$ cat src/rtl/lifo_stack_param_if.sv
// rtl/lifo_stack_param_if.sv - push/pop/status bundle for the parametrised LIFO stack
interface lifo_stack_param_if #(
    parameter int DATA_W = 8,
    parameter int CNT_W  = 5
);
    logic              push;
    logic              pop;
    logic [DATA_W-1:0] data_in;
    logic              clr_err;
    logic [DATA_W-1:0] data_out;
    logic              data_valid;
    logic [DATA_W-1:0] top;
    logic [CNT_W-1:0]  count;
    logic              full;
    logic              empty;
    logic              almost_full;
    logic              almost_empty;
    logic              overflow;
    logic              underflow;

    // Requester side: issues push/pop and observes data and status
    modport master (
        output push, pop, data_in, clr_err,
        input  data_out, data_valid, top, count, full, empty,
        input  almost_full, almost_empty, overflow, underflow
    );

    // Stack side
    modport slave (
        input  push, pop, data_in, clr_err,
        output data_out, data_valid, top, count, full, empty,
        output almost_full, almost_empty, overflow, underflow
    );
endinterface

$ cat src/rtl/lifo_stack_param.sv
// rtl/lifo_stack_param.sv - parametrised LIFO stack with replace-top, sticky errors and level flags
module lifo_stack_param #(
    parameter int DATA_W = 8,
    parameter int DEPTH  = 16,
    parameter int AF_LVL = DEPTH - 2,
    parameter int AE_LVL = 2,
    parameter int CNT_W  = $clog2(DEPTH + 1)
) (
    input  logic              clk,
    input  logic              rst_n,
    lifo_stack_param_if.slave bus
);
    localparam int AW = $clog2(DEPTH);
    localparam logic [CNT_W-1:0] DEPTH_C = CNT_W'(DEPTH);
    localparam logic [CNT_W-1:0] AF_C    = CNT_W'(AF_LVL);
    localparam logic [CNT_W-1:0] AE_C    = CNT_W'(AE_LVL);

    logic [DATA_W-1:0] mem [DEPTH];

    // ptr_q is the next free slot and doubles as the entry count
    logic [CNT_W-1:0]  ptr_q, ptr_d;
    logic [DATA_W-1:0] data_out_q, data_out_d;
    logic              valid_q, valid_d;
    logic              ovf_q, ovf_d;
    logic              udf_q, udf_d;

    logic              mem_we;
    logic [AW-1:0]     mem_idx;
    logic [AW-1:0]     wr_idx;
    logic [AW-1:0]     top_idx;
    logic              is_full;
    logic              is_empty;
    logic [DATA_W-1:0] top_word;
    logic              new_ovf;
    logic              new_udf;

    assign is_full  = (ptr_q == DEPTH_C);
    assign is_empty = (ptr_q == '0);
    assign wr_idx   = AW'(ptr_q);
    assign top_idx  = AW'(ptr_q - CNT_W'(1));
    assign top_word = mem[top_idx];

    // Decode the push/pop combination against the current fill level
    always_comb begin
        ptr_d      = ptr_q;
        data_out_d = data_out_q;
        valid_d    = 1'b0;
        mem_we     = 1'b0;
        mem_idx    = wr_idx;
        new_ovf    = 1'b0;
        new_udf    = 1'b0;
        case ({bus.push, bus.pop})
            2'b10: begin
                if (is_full) begin
                    new_ovf = 1'b1;
                end else begin
                    mem_we = 1'b1;
                    ptr_d  = ptr_q + CNT_W'(1);
                end
            end
            2'b01: begin
                if (is_empty) begin
                    new_udf = 1'b1;
                end else begin
                    data_out_d = top_word;
                    valid_d    = 1'b1;
                    ptr_d      = ptr_q - CNT_W'(1);
                end
            end
            2'b11: begin
                if (is_empty) begin
                    // Nothing to pop: degrade to a plain push (DEPTH>=2, so never full here)
                    new_udf = 1'b1;
                    mem_we  = 1'b1;
                    ptr_d   = ptr_q + CNT_W'(1);
                end else begin
                    // Replace-top: return the old top and overwrite it in place
                    data_out_d = top_word;
                    valid_d    = 1'b1;
                    mem_we     = 1'b1;
                    mem_idx    = top_idx;
                end
            end
            default: ;
        endcase
        // A fresh error in the same cycle as clr_err keeps the flag set
        ovf_d = (ovf_q & ~bus.clr_err) | new_ovf;
        udf_d = (udf_q & ~bus.clr_err) | new_udf;
    end

    // Control and output registers, dropped immediately by reset
    always_ff @(posedge clk or negedge rst_n) begin
        if (!rst_n) begin
            ptr_q      <= '0;
            data_out_q <= '0;
            valid_q    <= 1'b0;
            ovf_q      <= 1'b0;
            udf_q      <= 1'b0;
        end else begin
            ptr_q      <= ptr_d;
            data_out_q <= data_out_d;
            valid_q    <= valid_d;
            ovf_q      <= ovf_d;
            udf_q      <= udf_d;
        end
    end

    // Storage array; contents are meaningless above ptr so it carries no reset
    always_ff @(posedge clk) begin
        if (mem_we) begin
            mem[mem_idx] <= bus.data_in;
        end
    end

    assign bus.data_out     = data_out_q;
    assign bus.data_valid   = valid_q;
    assign bus.top          = is_empty ? '0 : top_word;
    assign bus.count        = ptr_q;
    assign bus.full         = is_full;
    assign bus.empty        = is_empty;
    assign bus.almost_full  = (ptr_q >= AF_C);
    assign bus.almost_empty = (ptr_q <= AE_C);
    assign bus.overflow     = ovf_q;
    assign bus.underflow    = udf_q;
endmodule

$ cat src/flat_wrapper.sv
// flat-port wrapper written by rule: the top's interface ports become plain ports
module lifo_stack_param_flat 
#(
    parameter int DATA_W = 8,
    parameter int DEPTH  = 16,
    parameter int AF_LVL = DEPTH - 2,
    parameter int AE_LVL = 2,
    parameter int CNT_W  = $clog2(DEPTH + 1)
)
  (clk, rst_n, bus_push, bus_pop, bus_data_in, bus_clr_err, bus_data_out, bus_data_valid, bus_top, bus_count, bus_full, bus_empty, bus_almost_full, bus_almost_empty, bus_overflow, bus_underflow);
  lifo_stack_param_if #(.DATA_W(DATA_W), .CNT_W(CNT_W)) bus_i ();
  input  logic clk;
  input  logic rst_n;
  input wire logic [$bits(bus_i.push)-1:0] bus_push;
  input wire logic [$bits(bus_i.pop)-1:0] bus_pop;
  input wire logic [$bits(bus_i.data_in)-1:0] bus_data_in;
  input wire logic [$bits(bus_i.clr_err)-1:0] bus_clr_err;
  output wire logic [$bits(bus_i.data_out)-1:0] bus_data_out;
  output wire logic [$bits(bus_i.data_valid)-1:0] bus_data_valid;
  output wire logic [$bits(bus_i.top)-1:0] bus_top;
  output wire logic [$bits(bus_i.count)-1:0] bus_count;
  output wire logic [$bits(bus_i.full)-1:0] bus_full;
  output wire logic [$bits(bus_i.empty)-1:0] bus_empty;
  output wire logic [$bits(bus_i.almost_full)-1:0] bus_almost_full;
  output wire logic [$bits(bus_i.almost_empty)-1:0] bus_almost_empty;
  output wire logic [$bits(bus_i.overflow)-1:0] bus_overflow;
  output wire logic [$bits(bus_i.underflow)-1:0] bus_underflow;
  assign bus_i.push = bus_push;
  assign bus_i.pop = bus_pop;
  assign bus_i.data_in = bus_data_in;
  assign bus_i.clr_err = bus_clr_err;
  assign bus_data_out = bus_i.data_out;
  assign bus_data_valid = bus_i.data_valid;
  assign bus_top = bus_i.top;
  assign bus_count = bus_i.count;
  assign bus_full = bus_i.full;
  assign bus_empty = bus_i.empty;
  assign bus_almost_full = bus_i.almost_full;
  assign bus_almost_empty = bus_i.almost_empty;
  assign bus_overflow = bus_i.overflow;
  assign bus_underflow = bus_i.underflow;
  lifo_stack_param #(.DATA_W(DATA_W), .DEPTH(DEPTH), .AF_LVL(AF_LVL), .AE_LVL(AE_LVL), .CNT_W(CNT_W)) u_core (.clk(clk), .rst_n(rst_n), .bus(bus_i));
endmodule
$ cat config.mk
export PLATFORM = sky130hd
export DESIGN_NAME = lifo_stack_param_flat
export DESIGN_NICKNAME = d
export VERILOG_FILES = /design/src/rtl/lifo_stack_param_if.sv /design/src/rtl/lifo_stack_param.sv /design/src/flat_wrapper.sv
export SDC_FILE = /design/constraint.sdc
export NUM_CORES = 1
export LEC_CHECK = 0
export ABC_AREA = 1
export CORE_ASPECT_RATIO = 0.6
export CORE_MARGIN = 2
export CORE_UTILIZATION = 64
export DETAILED_ROUTE_END_ITERATION = 6
export PLACE_DENSITY = 0.9
export SLEW_MARGIN = 0
export SYNTH_ARGS = -nofsm -noshare
export SYNTH_HDL_FRONTEND = slang
export SYNTH_SLANG_ARGS = --single-unit
$ cat constraint.sdc
create_clock -name clk -period 7.83 [get_ports clk]
set_clock_uncertainty 0.05 [all_clocks]
set_input_delay 1.1745 -clock clk [delete_from_list [all_inputs] [get_ports clk]]
set_output_delay 1.1745 -clock clk [all_outputs]
set_load 0.05 [all_outputs]
==> PnR_summary.wiki, run 1 <==
{| class="wikitable"
! Metric !! Value
|-
| Result of the run || finished, final reports clean
|-
| Count of boundary I/O pins || between 40 and 50
|-
| Maximum number of pins on one net before global-route repair || 70
|-
| Achievable clock frequency || just under 0.2 GHz
|-
| Post-Synthesis Mean Instance Area || 9.78 um2
|-
| Fraction of synthesis flops using an asynchronous set or reset pin || 0.111
|-
| Final critical-path share of the clock period || 0.665
|-
| Post-CTS Setup Repair Bufs || 0
|-
| Crit path arrival time || approximately 4000 ps
|-
| Final antenna-violating net count || 0
|-
| DRC violation total after the first TritonRoute iteration || between 600 and 700
|-
| Kind of start point of the critical path || flop
|-
| Clock insertion delay at the later pin of the skew report || ~410 ps
|-
| RSZ-0062 raised after global routing || false
|-
| Final critical path time including I/O delays and setup || around 5200 ps
|-
| Ant diodes || 0
|-
| Synth cell types || 29
|-
| Top cell type's share of synthesized area || 0.588
|-
| Initial antenna violation count || 0
|-
| Final Instance Area || approximately 7600 um2
|-
| Area added between synthesis and finish || 15.8%
|-
| Vias after detailed routing || between 4000 and 5000
|-
| GRT Resource Usage Total || 0.316
|-
| Residual overflow from global routing || 0
|-
| Required time of the critical path || approximately 6600 ps
|-
| Dominant cell by count in the synthesized netlist || nand2_1
|-
| Core region area || just under 10000 um2
|-
| Setup violation total in the final timing report || 0
|-
| Footprint of the multi-input gates || about 1700 um2
|-
| Category of the most critical setup path || reg -> out
|-
| Maximum count of clock buffers along a single path || 2
|-
| Clock transition at path regs || 60 ps
|-
| Post-Synthesis Cell Area || 6540 um2
|-
| Via count normalized by instance count || between 5 and 6
|-
| Vias in the first global route || 4605
|-
| Cell count after synthesis || 668
|-
| Non-Filler Instances || roughly 850
|-
| DP Wirelength || about 11000 um
|-
| CTS Root Cell || clkbuf_16
|-
| Clock sink count || ~140
|-
| Top_reg_cell synth || edfxtp_1
|-
| Number of synthesized flops with an enable pin || approximately 130
|-
| Sequential area share after synthesis || 0.649
|-
| Hold_buf cts || 0
|-
| Maximum level of the CTS H-tree || 4
|-
| Summed negative setup slack over all endpoints || 0 ps
|-
| Net count of the mapped netlist || 685
|-
| TritonCTS clock tree || yes
|-
| List of most frequent post-synthesis cells || 219 x nand2_1, 128 x edfxtp_1, 111 x inv_1, 102 x nand3_1, 19 x nor2_1
|-
| Setup crit end kind || output port
|-
| Type of the tightest min-delay check || reg -> reg
|-
| Row cnt || 28
|-
| Cts repair resizes || 0
|-
| Worst hold slack || approximately 430 ps
|-
| Residual DRC || 0
|-
| Max_slew headroom || 0.281
|-
| Share of final-layout standard cells stronger than drive strength 1 || 0.0641
|-
| Final-report max-slew violation count || 0
|-
| Drt total wl || around 16000 um
|-
| Final RePlAce weighted congestion || between 0.9 and 1
|-
| Overall die area || roughly 11000 um2
|-
| Horizontal die dimension || ~130 um
|-
| Measured slew at the worst slew-check pin || 1080 ps
|-
| Cell taking the most area after synthesis || edfxtp_1
|-
| Count of fill cells added during filler insertion || around 660
|-
| Total cell area at the placement stage || about 7000 um2
|-
| Final hold vios || 0
|-
| Flip-flop and latch count after synthesis || approximately 140
|-
| Count of nets after finishing || just over 700
|-
| Starting Density || 0.662
|-
| Largest fanout of any net on the critical path || 34
|-
| Placed insts || a little over 800
|-
| Sequential cell area || between 4000 and 5000 um2
|-
| Number of buffers inserted by port buffering || 40
|-
| Clock buffer count from CTS || 17
|-
| Number of detailed-routing iterations run before antenna repair || 6
|-
| Cell types with the largest area share after synthesis || edfxtp_1 59%, nand2_1 13%, nand3_1 7.8%
|-
| Post-DR wirelength/cell || 19.2 um
|-
| Total of warnings raised by yosys || 0
|-
| Wire length of the first global-routing pass || 25100 um
|-
| Vert. Die Dim || roughly 80 um
|-
| Count of max-cap constraint violations || 0
|}
[through the flow]
step                utilization  setup WS (ps)
floorplan                     -           3520
global placement          0.709           3160
detailed placement        0.709           3140
CTS                       0.766           2690
global route              0.766           2450
finish                    0.766           2620
[sequential cells by signal (all words and copies together), names as in the netlist]
register	cells
u_core.bus.overflow	1
u_core.bus.count	5
u_core.bus.data_out	8
u_core.mem	128
u_core.bus.data_valid	1
u_core.bus.underflow	1
[cell usage in the layout, fill, tap and decap left out, drive strengths merged, types with 4 or more instances in the layout]
master	instances
xor2	4
a21oi	10
edfxtp	128
nor2	20
ha	4
nand2	224
o21ai	10
clkbuf	23
nand3	103
inv	116
clkinv	6
dfrtp	16
clkdlybuf4s50	40
[kinds of logic (layout without fill, tap and decap cells)]
family | after synthesis | count (layout) | share of synthesized area
AO/OA/AOI/OAI | 24 | 24 | 0.0197
XOR/XNOR | 5 | 5 | 0.0107
adder cells (fa/ha/maj) | 4 | 4 | 0.00766
buffers and inverters | 140 | 190 | 0.0854
flip-flops | 144 | 144 | 0.649
AND/OR/NAND/NOR | 351 | 351 | 0.227
[worst max-delay path: stages, from the launching register on]
cell             delay, ps
dfrtp_1                500
inv_1                  170
ha_1                   300
buf_4                  260
inv_1                  830
nand2_1                170
nand3_1                170
nand3_1                140
a21oi_1                170
clkdlybuf4s50_1        820
[metal layers]
layer / GRT usage / part of all wire / vias up
met5: 0 / 0 / -
met4: 0.105 / 0.018 / 0
met3: 0.0708 / 0.10 / 34
met2: 0.492 / 0.47 / 299
met1: 0.451 / 0.41 / 2329
li1: - / - / 2233
[final cells by class]
class / count / share of cell area
Clock inverter: 9 / 0.0106
Timing Repair Buffer: 43 / 0.0558
Inverter: 115 / 0.0570
Tap cell: 135 / 0.0223
Multi-Input combinational cell: 384 / 0.229
Sequential cell: 144 / 0.561
Clock buffer: 23 / 0.0646
[worst paths after layout]
kind,start,slack (ps),end,depth (start not counted)
setup / recovery,u_core.bus.count[1],2620,bus_top[4],9
hold / removal,u_core.bus.data_out[0],430,u_core.bus.data_out[0],2
setup reg to reg,u_core.bus.count[1],4040,u_core.mem[10][7],8
hold reg to reg,u_core.bus.data_out[0],430,u_core.bus.data_out[0],2
max in group asynchronous,rst_n,5980,u_core.bus.count[0],1
min in group asynchronous,rst_n,1190,u_core.bus.data_out[0],1
Power of run 1 is left out: the tool's default activity adds up to more than one toggle a clock period on the data nets, which glitch-free logic cannot reach.
==> run 2: changes to the inputs <==
--- a/config.mk
+++ b/config.mk
@@ -8,9 +8,9 @@
 export ABC_AREA = 1
 export CORE_ASPECT_RATIO = 0.6
 export CORE_MARGIN = 2
-export CORE_UTILIZATION = 64
+export CORE_UTILIZATION = 59
 export DETAILED_ROUTE_END_ITERATION = 6
-export PLACE_DENSITY = 0.9
+export PLACE_DENSITY = 0.84
 export SLEW_MARGIN = 0
 export SYNTH_ARGS = -nofsm -noshare
 export SYNTH_HDL_FRONTEND = slang
==> constraint.sdc (replaced) <==
create_clock -name clk -period 5.1 [get_ports clk]
set_clock_uncertainty 0.05 [all_clocks]
set_input_delay 0.765 -clock clk [delete_from_list [all_inputs] [get_ports clk]]
set_output_delay 0.765 -clock clk [all_outputs]
set_load 0.05 [all_outputs]
==> PnR_summary.wiki, run 2 (synthesized netlist as in run 1, its figures left out) <==
{| class="wikitable"
! Metric !! Value
|-
| Result of the run || finished, final reports clean
|-
| Clock buffer count from CTS || 17 (unchanged)
|-
| Initial antenna violation count || 0 (unchanged)
|-
| Type of the tightest min-delay check || reg -> reg
|-
| Max reg flops || 128 (unchanged)
|-
| Series of cell instances along the critical path || inv_1, ha_1, buf_4, inv_1, nand3_1, nand3_1, nand3_1, a21oi_1, buf_12
|-
| Worst hold slack || 430 ps (-2.57 ps)
|-
| Hold_buf cts || 0 (unchanged)
|-
| Residual overflow from global routing || 0 (unchanged)
|-
| Row cnt || 29 (+3.6%)
|-
| Achievable clock frequency || approximately 0.23 GHz
|-
| Biggest cell delay along the critical path || 850 ps (+20 ps)
|-
| Final critical-path share of the clock period || 0.847
|-
| Cts repair resizes || 0 (unchanged)
|-
| Final hold vios || 0 (unchanged)
|-
| Drt total wl || 16400 um (-0.12%)
|-
| Met1 Use GR || 0.397 (-0.0533)
|-
| Overall die area || 12000 um2 (+8.1%)
|-
| DP Wirelength || 10700 um (-0.40%)
|-
| Final RePlAce weighted congestion || 0.945 (-0.50%)
|-
| Kind of start point of the critical path || flop
|-
| Setup violation total in the final timing report || 0 (unchanged)
|-
| Vias after detailed routing || 4902 (+0.14%)
|-
| Post-CTS Setup Repair Bufs || 0 (unchanged)
|-
| Clock sink count || 144 (unchanged)
|-
| GRT Resource Usage Total || 0.290 (-0.0262)
|-
| RSZ-0062 raised after global routing || false
|-
| Via count normalized by instance count || 5.72 (-0.32%)
|-
| Maximum count of clock buffers along a single path || 2 (unchanged)
|-
| Maximum number of pins on one net before global-route repair || 70 (unchanged)
|-
| Starting Density || 0.613 (-0.0489)
|-
| Most common cell after layout, fill and taps aside || nand2_1
|-
| Register name with the most flops || u_core.mem
|-
| Final-report max-slew violation count || 0 (unchanged)
|-
| Final Instance Area || 7710 um2 (+1.9%)
|-
| Largest fanout of any net on the critical path || 34 (unchanged)
|-
| Count of max-cap constraint violations || 0 (unchanged)
|-
| Wire length of the first global-routing pass || 25500 um (+1.6%)
|-
| Measured slew at the worst slew-check pin || 1110 ps (+28.7 ps)
|-
| Total cell area at the placement stage || 7090 um2 (+1.2%)
|-
| Count of nets after finishing || 722 (unchanged)
|-
| Global routing usage on met2 || 0.449 (-0.0431)
|-
| Final antenna-violating net count || 0 (unchanged)
|-
| Crit path arrival time || 3500 ps (-480 ps)
|-
| Post-DR wirelength/cell || 19.1 um (-0.59%)
|-
| Vert. Die Dim || 85.5 um (+3.9%)
|-
| Area added between synthesis and finish || 18.0%
|-
| Commonest cells after routing, fill and taps aside || 219 x nand2_1, 128 x edfxtp_1, 111 x inv_1
|-
| CTS Root Cell || clkbuf_16
|-
| GR met3 Demand/Resource || 0.0810 (+0.0101)
|-
| Share of final-layout standard cells stronger than drive strength 1 || 0.0766 (+0.0125)
|-
| Number of buffers inserted by port buffering || 40 (unchanged)
|-
| Maximum level of the CTS H-tree || 4 (unchanged)
|-
| Ant diodes || 0 (unchanged)
|-
| Clock insertion delay at the later pin of the skew report || 420 ps (about the same)
|-
| Final critical path time including I/O delays and setup || 4320 ps
|-
| Horizontal die dimension || 140 um (+4.0%)
|-
| Most utilized layer in the global route result || met2
|-
| Critical path's most frequent cell || nand3_1
|-
| Number of detailed-routing iterations run before antenna repair || 6 (unchanged)
|-
| Required time of the critical path || 4280 ps (-2330 ps)
|-
| TritonCTS clock tree || yes
|-
| DRC violation total after the first TritonRoute iteration || 626 (-1.9%)
|-
| Count of boundary I/O pins || 41 (unchanged)
|-
| Cell family with the largest share of critical-path delay || buffers and inverters
|-
| Residual DRC || 0 (unchanged)
|-
| Count of buffer and inverter cells on the critical path || 4 (unchanged)
|-
| Summed negative setup slack over all endpoints || 0 ps (unchanged)
|-
| Setup crit end kind || output port
|-
| Max_slew headroom || 0.262 (-0.0192)
|-
| Slowest cell on the critical path || inv_1
|-
| Clock transition at path regs || 60 ps (about the same)
|-
| Category of the most critical setup path || reg -> out
|-
| Vias in the first global route || 4782 (+3.8%)
|-
| Core region area || 10700 um2 (+8.0%)
|}
## run 2: cell count changes in the layout (fill, tap and decap cells not counted), sizes merged
cell / change
clkinv: -1
clkdlybuf4s50: -8
clkbuf: +2
buf: +8
clkinvlp: -1
inv: +1
bufinv: -1
## run 2: worst paths after layout
path                                        start                endpoint  slack [ps]  depth (start not counted)
setup / recovery              u_core.bus.count[1]              bus_top[2]         780                          9
hold / removal             u_core.bus.data_out[5]  u_core.bus.data_out[5]         430                          2
setup reg to reg              u_core.bus.count[1]       u_core.mem[11][0]        1100                          8
hold reg to reg            u_core.bus.data_out[5]  u_core.bus.data_out[5]         430                          2
max in group asynchronous                   rst_n     u_core.bus.count[0]        3650                          1
min in group asynchronous                   rst_n  u_core.bus.data_out[6]         770                          1
## run 2: area by class of cell
cell class | instances | area (um2)
Sequential cell | 144 | 4250
Fill cell | 732 | 2950
Multi-Input combinational cell | 384 | 1730
Clock buffer | 25 | 572
Timing Repair Buffer | 43 | 503
Inverter | 115 | 432
Tap cell | 139 | 174
Clock inverter | 7 | 53.8
## run 2: per-stage QoR
step,utilization,setup WS [ps],std cells
2_1_floorplan,-,1200,668
3_3_place_gp,0.664,1500,825
3_5_place_dp,0.664,1270,825
4_1_cts,0.723,848,857
5_1_grt,0.723,616,857
6_report,0.723,782,857
## run 2: layer usage
metal	wire, um	share of wire
met2	7670	0.47
met4	438	0.027
met5	0	0
met1	6590	0.40
met3	1670	0.10
## run 2: worst min-delay path: stages, from the launching register on
cell and delay [ps]:
dfrtp_1 340, nand2_1 60, nand2_1 50
Power of run 2 is left out for the same reason.
==> run 3: changes to the inputs <==
--- a/config.mk
+++ b/config.mk
@@ -8,9 +8,9 @@
 export ABC_AREA = 1
 export CORE_ASPECT_RATIO = 0.6
 export CORE_MARGIN = 2
-export CORE_UTILIZATION = 59
+export CORE_UTILIZATION = 53
 export DETAILED_ROUTE_END_ITERATION = 6
-export PLACE_DENSITY = 0.84
+export PLACE_DENSITY = 0.8
 export SLEW_MARGIN = 0
 export SYNTH_ARGS = -nofsm -noshare
 export SYNTH_HDL_FRONTEND = slang
==> constraint.sdc (replaced) <==
create_clock -name clk -period 3.9 [get_ports clk]
set_clock_uncertainty 0.05 [all_clocks]
set_input_delay 0.585 -clock clk [delete_from_list [all_inputs] [get_ports clk]]
set_output_delay 0.585 -clock clk [all_outputs]
set_load 0.05 [all_outputs]
==> PnR_summary.wiki, run 3 (synthesized netlist as in run 1, its figures left out) <==
{| class="wikitable"
! Metric !! Value
|-
| Vias after detailed routing || 4808 (-1.9%)
|-
| Final-report max-slew violation count || 0 (unchanged)
|-
| Final Instance Area || 7750 um2 (+0.42%)
|-
| RSZ-0062 raised after global routing || false
|-
| Source of the worst hold timing path || u_core.bus.data_out[3]
|-
| Type of the tightest min-delay check || reg -> reg
|-
| Worst slack after detailed placement || 842 ps (-428 ps)
|-
| Kind of start point of the critical path || flop
|-
| Residual overflow from global routing || 0 (unchanged)
|-
| Critical path launch point || u_core.bus.count[1]
|-
| Vert. Die Dim || 90.0 um (+5.2%)
|-
| Category of the most critical setup path || reg -> out
|-
| Count of boundary I/O pins || 41 (unchanged)
|-
| Max_slew headroom || 0.364 (+0.102)
|-
| Setup crit end kind || output port
|-
| Setup violation total in the final timing report || 0 (unchanged)
|-
| Starting Density || 0.542 (-0.0709)
|-
| Final antenna-violating net count || 0 (unchanged)
|-
| DP Wirelength || 10000 um (-6.5%)
|-
| Summed negative setup slack over all endpoints || 0 ps (unchanged)
|-
| Hold_buf cts || 0 (unchanged)
|-
| Launch instance of the worst register-to-register path || u_core.bus.count[1]
|-
| Fin worst setup slack || 306 ps (-476 ps)
|-
| Required time of the critical path || 3260 ps (-1020 ps)
|-
| Final critical path time including I/O delays and setup || between 3000 and 4000 ps
|-
| Ant diodes || 0 (unchanged)
|-
| Measured slew at the worst slew-check pin || 950 ps (-156 ps)
|-
| Vias in the first global route || 4727 (-1.2%)
|-
| Number of detailed-routing iterations run before antenna repair || 5 (-1)
|-
| Count of max-cap constraint violations || 0 (unchanged)
|-
| Register name with the most flops || u_core.mem
|-
| Share of final-layout standard cells stronger than drive strength 1 || 0.0819 (+0.00534)
|-
| Wire length of the first global-routing pass || 24600 um (-3.6%)
|-
| Via count normalized by instance count || 5.43 (-5.0%)
|-
| Clock sink count || 144 (unchanged)
|-
| Worst hold slack || 433 ps (+2.48 ps)
|-
| Core region area || 12100 um2 (+13%)
|-
| Minimum setup slack among reg-to-reg paths || 850 ps (-250 ps)
|-
| Maximum count of clock buffers along a single path || 2 (unchanged)
|-
| Result of the run || finished, final reports clean
|-
| DRC violation total after the first TritonRoute iteration || 545 (-13%)
|-
| Max reg flops || 128 (unchanged)
|-
| Area added between synthesis and finish || 18.5%
|-
| Number of buffers inserted by port buffering || 40 (unchanged)
|-
| Row cnt || 31 (+6.9%)
|-
| Post-CTS Setup Repair Bufs || 0 (unchanged)
|-
| Achievable clock frequency || about 0.28 GHz
|-
| Initial antenna violation count || 0 (unchanged)
|-
| Clock transition at path regs || 60 ps (about the same)
|-
| Drt total wl || 15300 um (-6.4%)
|-
| Crit path arrival time || 2960 ps (-540 ps)
|-
| Count of nets after finishing || 724 (+0.28%)
|-
| TritonCTS clock tree || yes
|-
| Horizontal die dimension || 147 um (+5.4%)
|-
| Cts repair resizes || 0 (unchanged)
|-
| Post-DR wirelength/cell || 17.3 um (-9.3%)
|-
| Largest fanout of any net on the critical path || 17 (-50%)
|-
| CTS Root Cell || clkbuf_16
|-
| Most common cell after layout, fill and taps aside || nand2_1
|-
| Clock insertion delay at the later pin of the skew report || 420 ps (about the same)
|-
| Maximum level of the CTS H-tree || 4 (unchanged)
|-
| Final hold vios || 0 (unchanged)
|-
| Commonest cells after routing, fill and taps aside || 219 x nand2_1, 128 x edfxtp_1, 111 x inv_1
|-
| Clock buffer count from CTS || 17 (unchanged)
|-
| Total cell area at the placement stage || 7130 um2 (+0.64%)
|-
| GRT Resource Usage Total || 0.246 (-0.0433)
|-
| Final critical-path share of the clock period || 0.922
|-
| Residual DRC || 0 (unchanged)
|-
| Final RePlAce weighted congestion || 0.913 (-3.3%)
|-
| Maximum number of pins on one net before global-route repair || 70 (unchanged)
|-
| Overall die area || 13300 um2 (+11%)
|}
==> run 3: metrics by stage <==
stage          std cells  utilization
2_1_floorplan        668            -
3_3_place_gp         853        0.591
3_5_place_dp         853        0.591
4_1_cts              885        0.642
5_1_grt              885        0.642
6_report             885        0.642
==> run 3: path summary, 6_finish.rpt <==
kind | endpoint | cells past startpoint
hold / removal | u_core.bus.data_out[3] | 2
hold reg to reg | u_core.bus.data_out[3] | 2
setup / recovery | bus_top[3] | 7
min in group asynchronous | u_core.bus.count[3] | 1
setup reg to reg | u_core.mem[7][3] | 7
max in group asynchronous | u_core.bus.count[0] | 1
==> run 3: layout make-up <==
| cell class | count | area, um2 |
|---|---|---|
| Fill cell | 912 | 4320 |
| Clock inverter | 8 | 56.3 |
| Inverter | 115 | 432 |
| Timing Repair Buffer | 45 | 515 |
| Tap cell | 165 | 206 |
| Clock buffer | 24 | 557 |
| Sequential cell | 144 | 4250 |
| Multi-Input combinational cell | 384 | 1730 |
==> run 3: worst max-delay path: stages, from the launching register on <==
cell     delay, ps
dfrtp_1        480
inv_1          160
ha_1           320
xnor2_2        770
nand3_1        170
nand3_1        280
a21oi_1        170
buf_12         170
==> run 3: layer usage <==
layer  GRT usage  up-vias  wire length [um]
li1            -     2240                 -
met1       0.351     2273              6620
met2       0.363      259              6790
met3      0.0604       36              1520
met4       0.107        0               398
met5           0        -                 0
Power of run 3 is left out for the same reason.
